### src/rtl/pma_region_table.sv
// Runtime-programmable physical memory attribute table: NrRules base/length regions with
// attributes and sticky locks, a config read/write port and a one-register lookup pipeline.
module pma_region_table #(
  parameter int unsigned NrRules = 4,
  parameter int unsigned AddrWidth = 64,
  parameter logic [NrRules*AddrWidth-1:0] RstBase = '0,
  parameter logic [NrRules*AddrWidth-1:0] RstLength = '0,
  parameter logic [NrRules*3-1:0] RstAttr = '0,
  parameter logic [NrRules-1:0] RstLock = '0,
  parameter logic [2:0] DefaultAttr = 3'b100,
  localparam int unsigned IW = (NrRules > 1) ? $clog2(NrRules) : 1
) (
  input  logic                 clk_i,
  input  logic                 rst_ni,
  input  logic                 cfg_we_i,
  input  logic [IW-1:0]        cfg_idx_i,
  input  logic [1:0]           cfg_field_i,
  input  logic [AddrWidth-1:0] cfg_wdata_i,
  input  logic                 cfg_re_i,
  output logic [AddrWidth-1:0] cfg_rdata_o,
  output logic                 cfg_err_o,
  input  logic                 req_valid_i,
  input  logic [AddrWidth-1:0] req_addr_i,
  output logic                 req_ready_o,
  output logic                 rsp_valid_o,
  input  logic                 rsp_ready_i,
  output logic                 rsp_hit_o,
  output logic [IW-1:0]        rsp_idx_o,
  output logic [2:0]           rsp_attr_o
);

  localparam logic [IW:0] NrRulesW = (IW+1)'(NrRules);

  logic [AddrWidth-1:0] base_q [NrRules];
  logic [AddrWidth-1:0] len_q  [NrRules];
  logic [2:0]           attr_q [NrRules];
  logic [NrRules-1:0]   lock_q;

  logic                 idx_ok;
  logic                 field_ok;
  logic                 wr_en;
  logic                 rd_ok;
  logic                 cfg_err_d;
  logic [AddrWidth-1:0] cfg_rdata_d;
  logic [AddrWidth-1:0] cfg_rdata_q;
  logic                 cfg_err_q;

  assign idx_ok   = {1'b0, cfg_idx_i} < NrRulesW;
  assign field_ok = cfg_field_i != 2'd3;
  // The lock bit is only consulted once the index is known to be in range.
  assign wr_en    = cfg_we_i && idx_ok && field_ok && !lock_q[cfg_idx_i];
  assign rd_ok    = idx_ok && field_ok;

  always_ff @(posedge clk_i) begin
    if (!rst_ni) begin
      for (int i = 0; i < NrRules; i++) begin
        base_q[i] <= RstBase[i*AddrWidth +: AddrWidth];
        len_q[i]  <= RstLength[i*AddrWidth +: AddrWidth];
        attr_q[i] <= RstAttr[i*3 +: 3];
      end
      lock_q <= RstLock;
    end else if (wr_en) begin
      case (cfg_field_i)
        2'd0: base_q[cfg_idx_i] <= cfg_wdata_i;
        2'd1: len_q[cfg_idx_i]  <= cfg_wdata_i;
        2'd2: begin
          attr_q[cfg_idx_i] <= cfg_wdata_i[2:0];
          lock_q[cfg_idx_i] <= cfg_wdata_i[3];
        end
        default: ;
      endcase
    end
  end

  always_comb begin
    cfg_rdata_d = '0;
    if (rd_ok) begin
      case (cfg_field_i)
        2'd0:    cfg_rdata_d = base_q[cfg_idx_i];
        2'd1:    cfg_rdata_d = len_q[cfg_idx_i];
        2'd2:    cfg_rdata_d = {{(AddrWidth-4){1'b0}}, lock_q[cfg_idx_i], attr_q[cfg_idx_i]};
        default: cfg_rdata_d = '0;
      endcase
    end
    cfg_err_d = (cfg_we_i && !wr_en) || (cfg_re_i && !rd_ok);
  end

  always_ff @(posedge clk_i) begin
    if (!rst_ni) begin
      cfg_rdata_q <= '0;
      cfg_err_q   <= 1'b0;
    end else begin
      if (cfg_re_i) cfg_rdata_q <= cfg_rdata_d;
      cfg_err_q <= cfg_err_d;
    end
  end

  assign cfg_rdata_o = cfg_rdata_q;
  assign cfg_err_o   = cfg_err_q;

  // Region end is formed one bit wider so a region reaching the top of memory never wraps.
  logic [NrRules-1:0] match;
  for (genvar gi = 0; gi < NrRules; gi++) begin : g_match
    logic [AddrWidth:0] end_w;
    assign end_w     = {1'b0, base_q[gi]} + {1'b0, len_q[gi]};
    assign match[gi] = (len_q[gi] != '0) && (req_addr_i >= base_q[gi])
                       && ({1'b0, req_addr_i} < end_w);
  end

  logic          hit_d;
  logic [IW-1:0] idx_d;
  logic [2:0]    attr_d;

  always_comb begin
    hit_d  = 1'b0;
    idx_d  = '0;
    attr_d = DefaultAttr;
    for (int i = NrRules - 1; i >= 0; i--) begin
      if (match[i]) begin
        hit_d  = 1'b1;
        idx_d  = IW'(i);
        attr_d = attr_q[i];
      end
    end
  end

  logic          rsp_valid_q;
  logic          rsp_hit_q;
  logic [IW-1:0] rsp_idx_q;
  logic [2:0]    rsp_attr_q;
  logic          accept;

  assign req_ready_o = !rsp_valid_q || rsp_ready_i;
  assign accept      = req_valid_i && req_ready_o;

  always_ff @(posedge clk_i) begin
    if (!rst_ni) begin
      rsp_valid_q <= 1'b0;
      rsp_hit_q   <= 1'b0;
      rsp_idx_q   <= '0;
      rsp_attr_q  <= DefaultAttr;
    end else if (accept) begin
      rsp_valid_q <= 1'b1;
      rsp_hit_q   <= hit_d;
      rsp_idx_q   <= idx_d;
      rsp_attr_q  <= attr_d;
    end else if (rsp_ready_i) begin
      rsp_valid_q <= 1'b0;
    end
  end

  assign rsp_valid_o = rsp_valid_q;
  assign rsp_hit_o   = rsp_hit_q;
  assign rsp_idx_o   = rsp_idx_q;
  assign rsp_attr_o  = rsp_attr_q;

endmodule

### config.mk
export PLATFORM = sky130hd
export DESIGN_NAME = pma_region_table
export DESIGN_NICKNAME = d
export VERILOG_FILES = /design/src/rtl/pma_region_table.sv
export SDC_FILE = /design/constraint.sdc
export NUM_CORES = 2
export LEC_CHECK = 0
export ABC_AREA = 1
export ABC_CLOCK_PERIOD_IN_PS = 8300
export CORE_UTILIZATION = 25
export DETAILED_ROUTE_END_ITERATION = 12
export PLACE_DENSITY = 0.48
export SETUP_SLACK_MARGIN = 0.1
export SYNTH_ARGS = -nofsm -noshare
export SYNTH_HDL_FRONTEND = slang
export SYNTH_SLANG_ARGS = --single-unit
### constraint.sdc
create_clock -name clk_i -period 8.3 [get_ports clk_i]
set_input_delay 1.66 -clock clk_i [delete_from_list [all_inputs] [get_ports clk_i]]
set_output_delay 1.66 -clock clk_i [all_outputs]
set_load 0.005 [all_outputs]
==> flow_metrics.env <==
export IMPL_yosys_cell_types_count=72
export IMPL_syn2layout_area_growth_pct=15.4
export IMPL_dieArea_um2=218000
export IMPL_syn_cell_area_um2=54000
export IMPL_fmax_mhz=151
export IMPL_io_buffers=210
export IMPL_critPathTopFamily="simple AND/OR/NAND/NOR gates"
export IMPL_clock_sinks=600
export IMPL_regArea_um2=17300
export IMPL_dp_hpwl_um=229000
export IMPL_clk_path_buf_depth=3
export IMPL_timing_final_ws_setup_ns=1.68
export IMPL_powerDensity_nw_per_um2=156
export IMPL_power_mw=9.75
export IMPL_synth_fp_nets=7845
export IMPL_rr_startpoint="len_q[1][21]"
export IMPL_internal_power_mw=6.32
export IMPL_drt_total_wl_um=282000
export IMPL_die_y_um=467
export IMPL_timing_setup_tns_ns=0
export IMPL_numCtsBuffers=76
export IMPL_place_congestion=1.07
export IMPL_grt_pass1_wl_um=388000
export IMPL_ant_nets=0
export IMPL_finalHoldViolCount=0
export IMPL_p_comb_frac=0.262
export IMPL_reg2reg_depth=25
export IMPL_layout_commonest_cell="nand2_1"
export IMPL_root_buffer="clkbuf_16"
export IMPL_endpoint_kind="flop"
export IMPL_cts_tree="done"
export IMPL_vias=53500
export IMPL_min_period_ns=6.62
export IMPL_seq_power_share=0.365
export IMPL_cp_arrival_ns=7.25
export IMPL_startpoint_type="flop"
export IMPL_cpPeakStageDelay_ns=1.04
export IMPL_pwr_share_clk=0.373
export IMPL_core_rowCount=170
export IMPL_cts_hold_buffers=0
export IMPL_p_switching_mw=3.43
export IMPL_holdWs_ns=0.463
export IMPL_final_cell_mix="1054 x nand2_1, 1024 x inv_1, 911 x nor2_1"
export IMPL_cp_max_fo=6
export IMPL_multi_input_area_um2=32300
export IMPL_cp_endpoint="rsp_attr_o[0]"
export IMPL_nNetsFinal=8039
export IMPL_hp_class="flop to flop"
export IMPL_holdCritStartpoint="lock_q[3]"
export IMPL_clock_latency_ns=0.73
export IMPL_grt_max_degree=73
export IMPL_rsz0062_at_grt="false"
export IMPL_status="complete, but fails checks"
export IMPL_yosysSeqAreaShare=0.320
export IMPL_drt_iter0_drc=5748
export IMPL_ys_warn_count=0
export IMPL_postCtsSetupBuffers=0
export IMPL_path_buf_inv=3
export IMPL_htree_levels=3
export IMPL_syn_inst=6939
export IMPL_ys_ff_latch=600
export IMPL_die_width_um=467
export IMPL_vdd_drop_max_mv=0.147
export IMPL_layout_drive_gt1_share=0.0569
export IMPL_worstMarginPinSlew_ns=1.60
export IMPL_overflow=0
export IMPL_fillers=23200
export IMPL_crit_required_ns=8.93
export IMPL_r2r_end="rsp_attr_o[0]"
export IMPL_cpMaxStageDelayCell="nor4_1"
export IMPL_cp_startpoint="len_q[1][21]"
export IMPL_antenna_found_initial=18
export IMPL_cp_depth=25
export IMPL_grt_pass1_vias=51500
export IMPL_routedWlPerCell_um=28.1
export IMPL_skew_ns=0.0246
export IMPL_setup_violations=0
export IMPL_reg2reg_slack_ns=1.68
export IMPL_initial_core_util=0.252
export IMPL_track_usage=0.251
export IMPL_relSlewSlack=-0.0751
export IMPL_core_um2=215000
export IMPL_firstDrtPassIters=6
export IMPL_io_pins=211
export IMPL_cts_clk_slew_worst_paths_ns=0.06
export IMPL_syn_avg_cell_area_um2=7.78
export IMPL_crit_top_cell="nand2_1"
export IMPL_switching_share=0.352
export IMPL_synth_edf_count=524
export IMPL_period_share=0.798
export IMPL_criticalPathCategory="flop to flop"
export IMPL_max_cap_violations=1
export IMPL_place_ws_ns=1.89
export IMPL_cts_repair_resized=0
export IMPL_slew_viol_final=3
export IMPL_ys_flop_type="edfxtp_1"
export IMPL_vias_per_cell=5.32
export IMPL_violations="max-capacitance violations, max-slew violations"
export IMPL_p_leak_nw=27.1
export IMPL_remaining_drc_errors=0
export IMPL_async_reset_ff_frac=0
-- flip-flops by register name, summed over array words and instances, names as in the netlist --
name	flops
base_q	256
len_q	256
cfg_rdata_o	64
attr_q	12
lock_q	4
rsp_attr_o	3
rsp_idx_o	2
cfg_err_o	1
rsp_hit_o	1
rsp_valid_o	1
-- routing by layer --
metal	vias up	routed length (µm)	track usage
li1	24300	-	-
met1	26100	123000	0.339
met2	2562	123000	0.393
met3	424	23100	0.0413
met4	8	12900	0.107
met5	-	52	0
-- worst reg2reg max path, stage by stage, from the launching register on --
cell	delay, ns
edfxtp_1	0.43
ha_1	0.40
nand2_1	0.15
nor2_1	0.22
inv_1	0.12
nor4_1	1.04
nand3_1	0.53
nand3_1	0.45
nand2_1	0.10
nand2_1	0.14
a21o_2	0.21
nand3_1	0.09
inv_1	0.09
nor2_1	0.05
xor2_1	0.15
ha_1	0.30
nand2_1	0.06
nor4b_1	0.74
nand4_2	0.34
inv_2	0.20
nand3_2	0.18
nand3_4	0.20
nand2_1	0.07
nand3_1	0.06
nand2_1	0.07
a21oi_2	0.11
-- cell usage after synthesis, types with 76 or more instances --
cell type  number  area, µm²
a31oi_1        93        582
o21ai_0       262       1310
dfxtp_1        76       1520
clkbuf_1      107        402
o22ai_1       127        795
nand2_1      1063       3990
nand4_1        94        588
edfxtp_1      524      15700
nor2_1        916       3440
inv_1        1029       3860
nor3_1        150        751
a22oi_1        97        728
nand3_1       158        791
xnor2_1       140       1230
a21oi_1       591       2960
ha_1          764       9560
xor2_1        103        902
-- power groups by stage --
stage          clock, mW  combinational [mW]  sequential, mW
2_1_floorplan          0                1.50            3.54
3_3_place_gp           0                2.48            3.62
3_5_place_dp           0                2.50            3.62
4_1_cts             3.68                2.51            3.55
5_1_grt             3.76                2.76            3.57
6_report            3.64                2.55            3.56
-- how the worst min path moves through the flow --
stage / to / slack, ns / cells after the start
CTS: lock_q[3] / 0.46 / 2
global route: cfg_rdata_o[5] / 0.49 / 2
global placement: lock_q[3] / 0.45 / 2
finish: lock_q[3] / 0.46 / 2
detailed placement: lock_q[3] / 0.45 / 2
floorplan: lock_q[3] / 0.43 / 2
-- logic make-up after synthesis --
| logic type | synth area share |
|---|---|
| adders and majority gates | 0.179 |
| DFF | 0.320 |
| xor gates and xnor gates | 0.0394 |
| and+or+nand+nor | 0.202 |
| buffers and inverters | 0.0856 |
| AOI/OAI and AO/OA | 0.175 |
-- per-stage QoR --
step / cells / utilization / instance area, µm²
finish: 10000 / 0.290 / 62300
global route: 10000 / 0.290 / 62300
CTS: 10000 / 0.290 / 62300
detailed placement: 9893 / 0.278 / 59700
floorplan: 6939 / - / 54000
global placement: 9892 / 0.278 / 59700
-- final cells by class --
cell class / instances / area share
multi-input cells: 5119 / 0.518
flip-flops and latches: 600 / 0.277
inverters: 1065 / 0.0645
well taps: 2838 / 0.0570
repair buffers: 271 / 0.0412
clock buffers: 90 / 0.0322
clock inverters: 49 / 0.00968
diodes: 9 / 0.000361
Power figures use the tool's default switching activity.
